<file path="src/rtl/cpu_seq_pkg.sv">
// ---------------------------------------------------------------------------
// cpu_seq_pkg
// Shared definitions for the multi-cycle CPU control sequencer:
//   - seq_state_e : FSM state encoding (also exported on the debug port)
//   - op_class_e  : instruction class codes supplied by the decoder
//   - TIMEOUT_DEFAULT : default memory-wait watchdog limit
//   - isMemWait() : true for the states that wait on mem_ready
// ---------------------------------------------------------------------------
package cpu_seq_pkg;

  typedef enum logic [2:0] {
    ST_IDLE   = 3'd0,
    ST_FETCH  = 3'd1,
    ST_DECODE = 3'd2,
    ST_EXEC   = 3'd3,
    ST_MEM    = 3'd4,
    ST_WB     = 3'd5,
    ST_HALT   = 3'd6,
    ST_ERR    = 3'd7
  } seq_state_e;

  typedef enum logic [1:0] {
    OP_ALU   = 2'b00,
    OP_LOAD  = 2'b01,
    OP_STORE = 2'b10,
    OP_HALT  = 2'b11
  } op_class_e;

  localparam int TIMEOUT_DEFAULT = 16;

  // FETCH and MEM are the only states that hold a memory request open and
  // therefore the only ones the watchdog counts in.
  function automatic logic isMemWait(seq_state_e s);
    return (s == ST_FETCH) || (s == ST_MEM);
  endfunction

endpackage

</file>
<file path="src/rtl/cpu_sequencer_if.sv">
// ---------------------------------------------------------------------------
// cpu_sequencer_if
// Bundles the sequencer's decoder/memory/datapath-facing signals.
//   start      : begin execution from IDLE
//   op_class   : instruction class from the decoder (sampled in DECODE)
//   mem_ready  : memory completes the current request this cycle
//   mem_req    : memory request (FETCH, MEM)
//   mem_we     : memory write (MEM of a STORE)
//   ir_we      : IR load enable (FETCH with mem_ready)
//   pc_we      : PC increment enable (same cycle as ir_we)
//   reg_we     : register-file write enable (WB)
//   busy       : executing (not IDLE/HALT/ERR)
//   halted     : in HALT
//   err        : in ERR (watchdog trap)
//   state      : current state encoding for debug
// Modports: slave is the sequencer side, master is the environment side.
// ---------------------------------------------------------------------------
interface cpu_sequencer_if;

  logic       start;
  logic [1:0] op_class;
  logic       mem_ready;
  logic       mem_req;
  logic       mem_we;
  logic       ir_we;
  logic       pc_we;
  logic       reg_we;
  logic       busy;
  logic       halted;
  logic       err;
  logic [2:0] state;

  modport master (
    output start,
    output op_class,
    output mem_ready,
    input  mem_req,
    input  mem_we,
    input  ir_we,
    input  pc_we,
    input  reg_we,
    input  busy,
    input  halted,
    input  err,
    input  state
  );

  modport slave (
    input  start,
    input  op_class,
    input  mem_ready,
    output mem_req,
    output mem_we,
    output ir_we,
    output pc_we,
    output reg_we,
    output busy,
    output halted,
    output err,
    output state
  );

endinterface

</file>
<file path="src/rtl/cpu_sequencer_wait_counter.sv">
// ---------------------------------------------------------------------------
// seq_wait_counter
// Memory-wait watchdog counter for the sequencer. Counts consecutive cycles
// the sequencer spends waiting on memory and flags the last allowed one.
// Ports:
//   CLK    : system clock
//   RST_N  : synchronous active-low reset, clears the count
//   clr_i  : clear the count to zero (wins over inc_i)
//   inc_i  : advance the count by one, saturating at TIMEOUT-1
//   tc_o   : terminal count, high while the count equals TIMEOUT-1
// Parameters:
//   TIMEOUT : number of wait cycles tolerated (2..255)
//   CNT_W   : counter width, derived from TIMEOUT
// ---------------------------------------------------------------------------
module seq_wait_counter #(
  parameter int TIMEOUT = 16,
  parameter int CNT_W   = $clog2(TIMEOUT)
) (
  input  logic CLK,
  input  logic RST_N,
  input  logic clr_i,
  input  logic inc_i,
  output logic tc_o
);

  localparam logic [CNT_W-1:0] LAST_COUNT = CNT_W'(TIMEOUT - 1);

  logic [CNT_W-1:0] count_q;
  logic [CNT_W-1:0] count_d;
  logic             atLast;

  assign atLast = (count_q == LAST_COUNT);

  // Next count: a clear always wins, otherwise step up by one but hold at
  // the terminal value so a long stall can never wrap back to zero and
  // hide a timeout.
  always_comb begin
    count_d = count_q;
    if (clr_i) begin
      count_d = '0;
    end else if (inc_i && !atLast) begin
      count_d = count_q + CNT_W'(1);
    end
  end

  // Count register with synchronous reset.
  always_ff @(posedge CLK) begin
    if (!RST_N) begin
      count_q <= '0;
    end else begin
      count_q <= count_d;
    end
  end

  assign tc_o = atLast;

endmodule

</file>
<file path="src/rtl/cpu_sequencer.sv">
// ---------------------------------------------------------------------------
// cpu_sequencer
// Multi-cycle control sequencer for the CPU datapath. Steps each
// instruction through FETCH / DECODE / EXEC / MEM / WB, drives the IR, PC
// and register-file load enables plus the memory request handshake, and
// traps to ERR if memory stalls too long in FETCH or MEM.
// Zero-wait latency: ALU 4 cycles, LOAD 5, STORE 4; each wait adds one.
// Ports:
//   CLK   : system clock, all state updates on the rising edge
//   RST_N : synchronous active-low reset (to IDLE, watchdog cleared)
//   bus   : cpu_sequencer_if.slave, handshake and enable signals
// Parameters:
//   TIMEOUT : max consecutive wait cycles in FETCH or MEM (2..255)
// ---------------------------------------------------------------------------
module cpu_sequencer
  import cpu_seq_pkg::*;
#(
  parameter int TIMEOUT = TIMEOUT_DEFAULT
) (
  input  logic                  CLK,
  input  logic                  RST_N,
  cpu_sequencer_if.slave        bus
);

  localparam int CNT_W = $clog2(TIMEOUT);

  seq_state_e state_q;
  seq_state_e state_d;
  op_class_e  opClass_q;
  op_class_e  opClass_d;

  logic waitInc;
  logic waitClr;
  logic waitTc;

  logic memReq;
  logic memWe;
  logic irWe;
  logic pcWe;
  logic regWe;
  logic busyOut;
  logic haltedOut;
  logic errOut;

  // The watchdog only advances while a memory request is outstanding and
  // unanswered. Every other cycle clears it, which covers clearing on
  // entry to FETCH or MEM, including the direct MEM -> FETCH hop of a
  // STORE (the completing cycle has mem_ready high, so it clears).
  assign waitInc = isMemWait(state_q) && !bus.mem_ready;
  assign waitClr = !waitInc;

  seq_wait_counter #(
    .TIMEOUT (TIMEOUT),
    .CNT_W   (CNT_W)
  ) u_wait_counter (
    .CLK   (CLK),
    .RST_N (RST_N),
    .clr_i (waitClr),
    .inc_i (waitInc),
    .tc_o  (waitTc)
  );

  // State register plus the latched instruction class. Reset aborts any
  // instruction in flight and returns to IDLE.
  always_ff @(posedge CLK) begin
    if (!RST_N) begin
      state_q   <= ST_IDLE;
      opClass_q <= OP_ALU;
    end else begin
      state_q   <= state_d;
      opClass_q <= opClass_d;
    end
  end

  // Next-state logic. op_class is only looked at live in DECODE and is
  // captured there; EXEC and MEM steer from the captured copy so the
  // decoder may move on. In the wait states mem_ready is checked before
  // the watchdog, so a response on the last allowed cycle still proceeds.
  always_comb begin
    state_d   = state_q;
    opClass_d = opClass_q;
    case (state_q)
      ST_IDLE: begin
        if (bus.start) begin
          state_d = ST_FETCH;
        end
      end
      ST_FETCH: begin
        if (bus.mem_ready) begin
          state_d = ST_DECODE;
        end else if (waitTc) begin
          state_d = ST_ERR;
        end
      end
      ST_DECODE: begin
        opClass_d = op_class_e'(bus.op_class);
        if (op_class_e'(bus.op_class) == OP_HALT) begin
          state_d = ST_HALT;
        end else begin
          state_d = ST_EXEC;
        end
      end
      ST_EXEC: begin
        if (opClass_q == OP_ALU) begin
          state_d = ST_WB;
        end else begin
          state_d = ST_MEM;
        end
      end
      ST_MEM: begin
        if (bus.mem_ready) begin
          if (opClass_q == OP_LOAD) begin
            state_d = ST_WB;
          end else begin
            state_d = ST_FETCH;
          end
        end else if (waitTc) begin
          state_d = ST_ERR;
        end
      end
      ST_WB: begin
        state_d = ST_FETCH;
      end
      ST_HALT: begin
        state_d = ST_HALT;
      end
      ST_ERR: begin
        state_d = ST_ERR;
      end
      default: begin
        state_d = ST_IDLE;
      end
    endcase
  end

  // Output decode. Everything is Moore from the state register except the
  // IR/PC enables, which fire only on the FETCH cycle memory returns the
  // instruction word.
  always_comb begin
    memReq    = 1'b0;
    memWe     = 1'b0;
    irWe      = 1'b0;
    pcWe      = 1'b0;
    regWe     = 1'b0;
    busyOut   = 1'b0;
    haltedOut = 1'b0;
    errOut    = 1'b0;
    case (state_q)
      ST_FETCH: begin
        memReq  = 1'b1;
        irWe    = bus.mem_ready;
        pcWe    = bus.mem_ready;
        busyOut = 1'b1;
      end
      ST_DECODE: begin
        busyOut = 1'b1;
      end
      ST_EXEC: begin
        busyOut = 1'b1;
      end
      ST_MEM: begin
        memReq  = 1'b1;
        memWe   = (opClass_q == OP_STORE);
        busyOut = 1'b1;
      end
      ST_WB: begin
        regWe   = 1'b1;
        busyOut = 1'b1;
      end
      ST_HALT: begin
        haltedOut = 1'b1;
      end
      ST_ERR: begin
        errOut = 1'b1;
      end
      default: begin
        busyOut = 1'b0;
      end
    endcase
  end

  assign bus.mem_req = memReq;
  assign bus.mem_we  = memWe;
  assign bus.ir_we   = irWe;
  assign bus.pc_we   = pcWe;
  assign bus.reg_we  = regWe;
  assign bus.busy    = busyOut;
  assign bus.halted  = haltedOut;
  assign bus.err     = errOut;
  assign bus.state   = state_q;

endmodule
</file>
<file path="src/flat_wrapper.sv">
// flat-port wrapper written by rule: the top's interface ports become plain ports
module cpu_sequencer_flat import cpu_seq_pkg::*;
#(
  parameter int TIMEOUT = TIMEOUT_DEFAULT
)
  (CLK, RST_N, bus_start, bus_op_class, bus_mem_ready, bus_mem_req, bus_mem_we, bus_ir_we, bus_pc_we, bus_reg_we, bus_busy, bus_halted, bus_err, bus_state);
  cpu_sequencer_if bus_i ();
  input  logic CLK;
  input  logic RST_N;
  input wire logic [$bits(bus_i.start)-1:0] bus_start;
  input wire logic [$bits(bus_i.op_class)-1:0] bus_op_class;
  input wire logic [$bits(bus_i.mem_ready)-1:0] bus_mem_ready;
  output wire logic [$bits(bus_i.mem_req)-1:0] bus_mem_req;
  output wire logic [$bits(bus_i.mem_we)-1:0] bus_mem_we;
  output wire logic [$bits(bus_i.ir_we)-1:0] bus_ir_we;
  output wire logic [$bits(bus_i.pc_we)-1:0] bus_pc_we;
  output wire logic [$bits(bus_i.reg_we)-1:0] bus_reg_we;
  output wire logic [$bits(bus_i.busy)-1:0] bus_busy;
  output wire logic [$bits(bus_i.halted)-1:0] bus_halted;
  output wire logic [$bits(bus_i.err)-1:0] bus_err;
  output wire logic [$bits(bus_i.state)-1:0] bus_state;
  assign bus_i.start = bus_start;
  assign bus_i.op_class = bus_op_class;
  assign bus_i.mem_ready = bus_mem_ready;
  assign bus_mem_req = bus_i.mem_req;
  assign bus_mem_we = bus_i.mem_we;
  assign bus_ir_we = bus_i.ir_we;
  assign bus_pc_we = bus_i.pc_we;
  assign bus_reg_we = bus_i.reg_we;
  assign bus_busy = bus_i.busy;
  assign bus_halted = bus_i.halted;
  assign bus_err = bus_i.err;
  assign bus_state = bus_i.state;
  cpu_sequencer #(.TIMEOUT(TIMEOUT)) u_core (.CLK(CLK), .RST_N(RST_N), .bus(bus_i));
endmodule
</file>
<file path="config.mk">
export PLATFORM = sky130hd
export DESIGN_NAME = cpu_sequencer_flat
export DESIGN_NICKNAME = d
export VERILOG_FILES = /design/src/rtl/cpu_seq_pkg.sv /design/src/rtl/cpu_sequencer_if.sv /design/src/rtl/cpu_sequencer_wait_counter.sv /design/src/rtl/cpu_sequencer.sv /design/src/flat_wrapper.sv
export SDC_FILE = /design/constraint.sdc
export NUM_CORES = 1
export LEC_CHECK = 0
export CAP_MARGIN = 10
export CORE_MARGIN = 1.5
export CORE_UTILIZATION = 40
export CTS_CLUSTER_SIZE = 12
export DETAILED_ROUTE_END_ITERATION = 7
export GPL_TIMING_DRIVEN = 0
export HOLD_SLACK_MARGIN = 0.05
export PLACE_DENSITY = 0.69
export SLEW_MARGIN = 20
export SYNTH_ARGS = -nofsm -noshare
export SYNTH_HDL_FRONTEND = slang
export SYNTH_HIERARCHICAL = 1
export SYNTH_SLANG_ARGS = --single-unit
</file>
<file path="constraint.sdc">
create_clock -name CLK -period 2.09 [get_ports CLK]
set_input_delay 0.209 -clock CLK [delete_from_list [all_inputs] [get_ports CLK]]
set_output_delay 0.209 -clock CLK [all_outputs]
set_load 0.1 [all_outputs]
</file>
# Word level (Yosys, flattened, before mapping)
# Cells that the tools add are included.
# totals
reg_bits	9
output_inout_bits	11
in_bits	6
elab_cells	41
# classes
eq_ne	12
n_reduce_logical	10
addsub	1
n_mux	15
# op_table
operator	count
$pmux 3 s8	1
$mux 3	6
$eq 3x3->1 const B	4
$mux 1	8
$eq 3x2->1 const B	2
$reduce_or 5->1	1
$add 4x1->4 const B	1
$eq 2x2->1 const B	2
$eq 4x4->1 const B	1
$eq 3x1->1 const B	1
$logic_not 3->1	1
$eq 2x1->1 const B	1
$logic_and 1x1->1	2
$logic_not 1->1	2
$logic_not 2->1	1
$ne 2x2->1 const B	1
$reduce_and 2->1	1
$reduce_or 2->1	1
$logic_or 1x1->1	1

# Logic depth before layout (Yosys ltp)
# Gate-level depths: netlist of run 1.
# depth
word_depth	4
depth_mapped	7

# Modules after synthesis
# Netlist of run 1, hierarchy kept.
# modules_own_cells
module	cells_per_inst	area_each_um2	n_inst
cpu_sequencer	49	377.9	1
seq_wait_counter	22	197.7	1

# Worst setup path after synthesis of run 1
# Ideal clock, no wire load.
# synth_path
path_type	flip-flop to output port
start	register u_core.state_q[2] (netlist: u_core/bus.state[2])
end	output bus_mem_we
setup_slack_ns	-2.467
required_time_ns	1.881
path_buffers	0
t_arrival_ns	4.348
path_stages_with_launch	3
path_cell_list	dfxtp_1 > nand2b_1 > nor4b_1
# synth_between
elab_chain_cells	2
# synth_lines
element	line_no	rtl
start: declaration	cpu_sequencer.sv:27	seq_state_e state_q;
start signal: assignment	cpu_sequencer.sv:70	state_q <= state_d;
$eq 3x3->1	cpu_sequencer.sv:148	case (state_q)
$mux 1	cpu_sequencer.sv:148	
end: declaration	flat_wrapper.sv:14	output wire logic [$bits(bus_i.mem_we)-1:0] bus_mem_we;
# No other way between the ends.

# Final worst setup path of run 1
# layout_path
start	register u_core.state_q[1] (netlist: u_core/bus.state[1])
end	output bus_reg_we
# layout_between
elab_chain_cells	2
# layout_lines
element	line_no	rtl
$eq 3x3->1	cpu_sequencer.sv:148	
$mux 1	cpu_sequencer.sv:148	
end: declaration	flat_wrapper.sv:17	output wire logic [$bits(bus_i.reg_we)-1:0] bus_reg_we;
# No other way between the ends.

==> implementation parameters, run 1 <==
Parameter                              Value

CTS
  Clock tree from TritonCTS    built
  Total number of H-tree levels    1
  Maximum clock insertion buffer count    2
  Cts-stage hold buffer count    0
  Number of buffers created by CTS    3
  Clock tree root driver cell    sky130_fd_sc_hd__clkbuf_4
  Clk pin slew, worst setup/hold paths    60 ps
  Worst skew pair latency    260 ps
  Clock sinks    9

Synthesis
  Post-synthesis mux area share    0.0348
  Post-Synth Simple-Gate Area    0.378
  Cell Area, Synth    576 um^2
  Dominant combinational cell family by area after synthesis    simple AND/OR/NAND/NOR gates
  Fraction of the mapped netlist area in compound gates    0.180
  Number of warnings issued by yosys    6
  Post-Synthesis Cells    71
  Post-synthesis cell type count    32
  Share of the synthesized netlist area taken by xor and xnor gates    0
  Adder-cell share of the synthesized area    0.0217
  Number of register bits inferred by synthesis    9
  Mean cell area of the mapped netlist    8.11 um^2
  Post-synthesis sequential area ratio    0.313
  Nets in the synthesized netlist    78

Detailed routing
  Number of remaining DRC errors    0
  Routed WL    1240 um
  Final antenna-violating net count    0
  Initial DRT Pass Iterations    3
  Vias per std cell    5.37
  Total via count in the routed design    569
  DRT iter0 DRCs    3
  Routed length per placed instance    11.7 um

Critical path
  Master of the slowest instance on the critical path    sky130_fd_sc_hd__dlygate4sd2_1
  Cell breakdown of the critical path    clkbuf_4 -> nor2_2 -> dlygate4sd2_1
  Type of the worst setup path    reg2out
  Largest incremental delay on the critical path    850 ps
  CP startpoint kind    register
  Data arrival time of the worst path    1810 ps
  Cell family with most CP delay    buffers and inverters
  Crit Path Max Fanout    10
  Critical path endpoint category    output pin
  WP data required    1880 ps
  Buffers plus inverters on the worst setup path    2

Final layout
  Layout area overhead    56.5%
  Highest-count cells in the layout ignoring fill and taps    sky130_fd_sc_hd__clkdlybuf4s50_1, sky130_fd_sc_hd__clkdlybuf4s15_2, sky130_fd_sc_hd__nand2_1, sky130_fd_sc_hd__dfxtp_1, sky130_fd_sc_hd__a21oi_1
  Final nets    99
  Most common library cell in the layout ignoring fill and taps    sky130_fd_sc_hd__clkdlybuf4s50_1
  Share of layout cells above drive strength 1    0.330
  Number of antenna cells inserted    0

GRT
  Wire length of the first global-routing pass    1960 um
  Number of global-route vias before repair    454
  Largest net degree at the start of global routing    11
  Aggregate global-route resource usage    0.181
  Initial antenna violation count    0
  Leftover overflow at the end of global routing    0

Pwr
  Static power due to leakage    0.321 nW
  IR Drop Worst-Case VDD    0.405 mV
  Power per cell area    686 nW/um^2

Floorplan
  Die ar.    1680 um^2
  Floorplan die height    40.9 um
  Horizontal die dimension    40.9 um
  Core region area    1320 um^2
  I/O pins    17
  Cell Rows    13
  Initial core utilization    0.437

Timing
  Max-slew violation total from the final report    0
  Final number of setup-violating endpoints    0
  Final worst clock skew    2.09 ps
  Total Negative Setup Slacks    0 ps
  Tightest slew margin relative to the limit    0.357
  Clock period minus final worst setup slack    2020 ps
  Share of the cycle needed by the critical path after routing    0.967
  Unrepaired setup endpoints after global routing    false
  Worst Tran Pin Value    961 ps
  Maximum clock rate    495 MHz
  Worst path setup slack after routing    68.5 ps
  Count of final hold-check violations    0

Place
  Pre-CTS setup slack    -527 ps
  Port Buffer Count    16
  Total half-perimeter wirelength after legalization and detailed placement    933 um
  Routability Congestion    0.786

Run
  Max-capacitance violation count    0

Outcome
  Run status    complete, no violations

Worst hold path
  Worst hold-check path type    reg2reg
[power breakdown]
group	leakage (nW)	internal, mW	switching [mW]	total (mW)
logic	0.231	0.0943	0.196	0.290
clock network	0.0150	0.0736	0.0617	0.135
registers	0.0751	0.180	0.0123	0.192
[synth_stat cells]
| library cell | n | area share |
|---|---|---|
| sky130_fd_sc_hd__clkbuf_1 | 1 | 0.0065 |
| sky130_fd_sc_hd__and3_1 | 2 | 0.022 |
| sky130_fd_sc_hd__nand2_1 | 6 | 0.039 |
| sky130_fd_sc_hd__nor4b_1 | 1 | 0.015 |
| sky130_fd_sc_hd__o41ai_1 | 1 | 0.015 |
| sky130_fd_sc_hd__o21ai_1 | 3 | 0.026 |
| sky130_fd_sc_hd__nor2_1 | 5 | 0.033 |
| sky130_fd_sc_hd__or4b_1 | 1 | 0.017 |
| sky130_fd_sc_hd__a31oi_1 | 1 | 0.011 |
| sky130_fd_sc_hd__o311ai_0 | 1 | 0.015 |
| sky130_fd_sc_hd__clkinv_1 | 1 | 0.0065 |
| sky130_fd_sc_hd__nor3_1 | 2 | 0.017 |
| sky130_fd_sc_hd__nand4_1 | 1 | 0.011 |
| sky130_fd_sc_hd__buf_6 | 1 | 0.020 |
| sky130_fd_sc_hd__nand3_1 | 1 | 0.0087 |
| sky130_fd_sc_hd__o311a_1 | 1 | 0.017 |
| sky130_fd_sc_hd__or3_1 | 1 | 0.011 |
| sky130_fd_sc_hd__ha_1 | 1 | 0.022 |
| sky130_fd_sc_hd__buf_4 | 3 | 0.039 |
| sky130_fd_sc_hd__nand2b_1 | 5 | 0.054 |
| sky130_fd_sc_hd__nand3b_1 | 2 | 0.026 |
| sky130_fd_sc_hd__or2_0 | 1 | 0.011 |
| sky130_fd_sc_hd__nor3b_2 | 1 | 0.022 |
| sky130_fd_sc_hd__and4b_2 | 1 | 0.020 |
| sky130_fd_sc_hd__nor3b_1 | 3 | 0.039 |
| sky130_fd_sc_hd__o21ai_0 | 1 | 0.0087 |
| sky130_fd_sc_hd__dfxtp_1 | 9 | 0.31 |
| sky130_fd_sc_hd__a21boi_1 | 1 | 0.013 |
| sky130_fd_sc_hd__a21oi_1 | 7 | 0.061 |
| sky130_fd_sc_hd__nor2b_1 | 3 | 0.033 |
| sky130_fd_sc_hd__mux2i_1 | 2 | 0.035 |
| sky130_fd_sc_hd__o21bai_1 | 1 | 0.013 |
[worst paths after layout]
kind / end / from / slack, ps / cells after the start
setup reg to reg: u_core/u_wait_counter/count_q[0] / u_core/bus.state[0] / 490 / 7
setup / recovery: bus_reg_we / u_core/bus.state[1] / 70 / 3
hold / removal: u_core/u_wait_counter/count_q[3] / u_core/u_wait_counter/count_q[3] / 500 / 2
hold reg to reg: u_core/u_wait_counter/count_q[3] / u_core/u_wait_counter/count_q[3] / 500 / 2
[cells by family (layout without fill, tap and decap cells)]
kind of cell,Yosys count,after routing
buf+inv,6,26
mux,2,2
simple gates,36,36
flops,9,9
compound gates,17,17
fa+ha+maj,1,1
[worst register-to-register path, delay by kind of cell (launching register included)]
family	cells	cell delay, ps
AO/OA/AOI/OAI	2	260
AND/OR/NAND/NOR	3	690
flip-flops	1	360
buffers and inverters	2	220
[metal layers]
layer	part of all wire	vias to the layer above	GRT usage	wire [um]
li1	-	298	-	-
met1	0.49	250	0.237	608
met2	0.43	16	0.266	531
met3	0.049	5	0.0326	61
met4	0.028	0	0.125	35
met5	0	-	0	0
[per-stage QoR]
step / cell area, um^2 / instances / hold WS, ps / power (mW) / util
2_1_floorplan: 679 / 71 / 322 / 0.425 / -
3_3_place_gp: 858 / 102 / 486 / 0.484 / 0.651
3_5_place_dp: 858 / 102 / 494 / 0.484 / 0.651
4_1_cts: 901 / 106 / 504 / 0.624 / 0.684
5_1_grt: 901 / 106 / 544 / 0.648 / 0.684
6_report: 901 / 106 / 502 / 0.618 / 0.684
[state kept, by name, indices dropped and copies added, names as in the netlist]
register	flops
u_core/bus.state	3
u_core/opClass_q	2
u_core/u_wait_counter/count_q	4
[timing repair]
item                       4_1_cts  5_1_grt
gates resized for setup         22        0
buffers inserted                 0        0
setup endpoints to repair        8        0
[final cells by class]
type                            count  area [um^2]
Buffer                              5         57.6
Inverter                            1         5.00
Timing Repair Buffer               16          176
Sequential cell                     9          191
Multi-Input combinational cell     56          425
Clock buffer                        4         26.3
Tap cell                           15         18.8
Fill cell                         112          417
Note: power is estimated with default switching activity, not from simulation.
==> inputs of run 2 (changes only) <==
SKIP_CTS_REPAIR_TIMING = 1   (was unset)
==> implementation parameters, run 2 (same netlist as run 1, synthesis figures left out) <==
Parameter                              Value

CTS
  Total number of H-tree levels    1
  Clock tree root driver cell    sky130_fd_sc_hd__clkbuf_4
  Clock sinks    9
  Clock tree from TritonCTS    built
  Maximum clock insertion buffer count    2
  Clk pin slew, worst setup/hold paths    60 ps
  Number of buffers created by CTS    3
  Worst skew pair latency    260 ps

Detailed routing
  Routed length per placed instance    11.8 um
  Number of remaining DRC errors    0
  Routed wire length on met2    531 um
  Vias per std cell    5.35
  Amount of wire on met3 after detailed routing    70 um
  DRT iter0 DRCs    3
  Total via count in the routed design    567
  Routed WL    1250 um
  Top metal layer carrying routed signals    met4
  Final antenna-violating net count    0
  Routed met1 length    615 um
  Initial DRT Pass Iterations    3

Timing
  Worst Tran Pin Value    962 ps
  Final worst clock skew    2.10 ps
  Clock period minus final worst setup slack    2010 ps
  Share of the cycle needed by the critical path after routing    0.960
  Final number of setup-violating endpoints    0
  Count of final hold-check violations    0
  Max-slew violation total from the final report    0
  Maximum clock rate    498 MHz
  Tightest slew margin relative to the limit    0.357
  Worst path setup slack after routing    83.8 ps
  Unrepaired setup endpoints after global routing    false
  Worst hold margin    502 ps

Floorplan
  Core region area    1320 um^2
  Die ar.    1680 um^2
  I/O pins    17
  Floorplan die height    40.9 um
  Horizontal die dimension    40.9 um
  Initial core utilization    0.437
  Cell Rows    13

Critical path
  Buffers plus inverters on the worst setup path    1
  R2r worst-path depth    7
  Logic depth of the worst path, buffers included    1
  CP startpoint kind    register
  Data arrival time of the worst path    1800 ps
  Critical path endpoint category    output pin
  Cell breakdown of the critical path    clkdlybuf4s50_1
  Largest incremental delay on the critical path    1140 ps
  Type of the worst setup path    reg2out
  WP data required    1880 ps
  Crit Path Max Fanout    9
  Cell family with most CP delay    buffers and inverters
  Master of the slowest instance on the critical path    sky130_fd_sc_hd__clkdlybuf4s50_1

Final layout
  Total area of multi-input combinational cells    425 um^2
  Final nets    99
  Area taken by flip-flops and latches    191 um^2
  Share of layout cells above drive strength 1    0.330
  Register containing the most flip-flops in the final layout    u_core/u_wait_counter/count_q
  Highest-count cells in the layout ignoring fill and taps    sky130_fd_sc_hd__clkdlybuf4s50_1, sky130_fd_sc_hd__clkbuf_2, sky130_fd_sc_hd__nand2_1, sky130_fd_sc_hd__dfxtp_1, sky130_fd_sc_hd__a21oi_1
  Number of flip-flops in the largest register    4
  Final design instance area without fill    867 um^2
  Layout area overhead    50.7%
  Number of antenna cells inserted    0
  Count of fill cells added during filler insertion    112
  Most common library cell in the layout ignoring fill and taps    sky130_fd_sc_hd__clkdlybuf4s50_1
  Utilization after layout    0.658

Place
  Pre-CTS setup slack    -527 ps
  Routability Congestion    0.786
  Port Buffer Count    16
  Total half-perimeter wirelength after legalization and detailed placement    933 um
  Post-detailed-placement cell area    858 um^2

Worst hold path
  Worst hold-check path type    reg2reg
  Hold Crit Depth    2

Pwr
  Static power due to leakage    0.339 nW
  Total Power Consumption    0.611 mW
  IR Drop Worst-Case VDD    0.404 mV
  Power per cell area    705 nW/um^2

GRT
  Aggregate global-route resource usage    0.181
  Wire length of the first global-routing pass    1960 um
  Leftover overflow at the end of global routing    0
  Initial antenna violation count    0
  Largest net degree at the start of global routing    11
  Number of global-route vias before repair    454

Run
  Max-capacitance violation count    0

Outcome
  Run status    complete, no violations
-- run 2: cell type report --
type,count,area share
multi-input cells,56,0.491
flip-flops and latches,9,0.221
repair buffers,16,0.165
plain buffers,5,0.0664
clock buffers,4,0.0303
well taps,15,0.0216
inverters,1,0.00577
-- run 2: through the flow --
step	setup TNS (ps)	instances
2_1_floorplan	-269	71
3_3_place_gp	-1360	102
3_5_place_dp	-1370	102
4_1_cts	-3060	106
5_1_grt	0	106
6_report	0	106
-- run 2: final timing paths --
path | start | to | slack (ps)
setup / recovery | u_core/bus.state[1] | bus_state[1] | 80
hold reg to reg | u_core/u_wait_counter/count_q[3] | u_core/u_wait_counter/count_q[3] | 500
hold / removal | u_core/u_wait_counter/count_q[3] | u_core/u_wait_counter/count_q[3] | 500
setup reg to reg | u_core/bus.state[0] | u_core/u_wait_counter/count_q[0] | 490
-- run 2: where the power goes --
| group | internal (mW) | switching [mW] | leakage [nW] |
|---|---|---|---|
| combinational | 0.0875 | 0.196 | 0.249 |
| clock | 0.0736 | 0.0617 | 0.0150 |
| sequential | 0.180 | 0.0123 | 0.0751 |
-- run 2: layer usage --
metal  track usage  vias to the layer above
met5             0                        -
met4         0.125                        0
met3        0.0326                        5
met2         0.266                       16
met1         0.237                      248
li1              -                      298
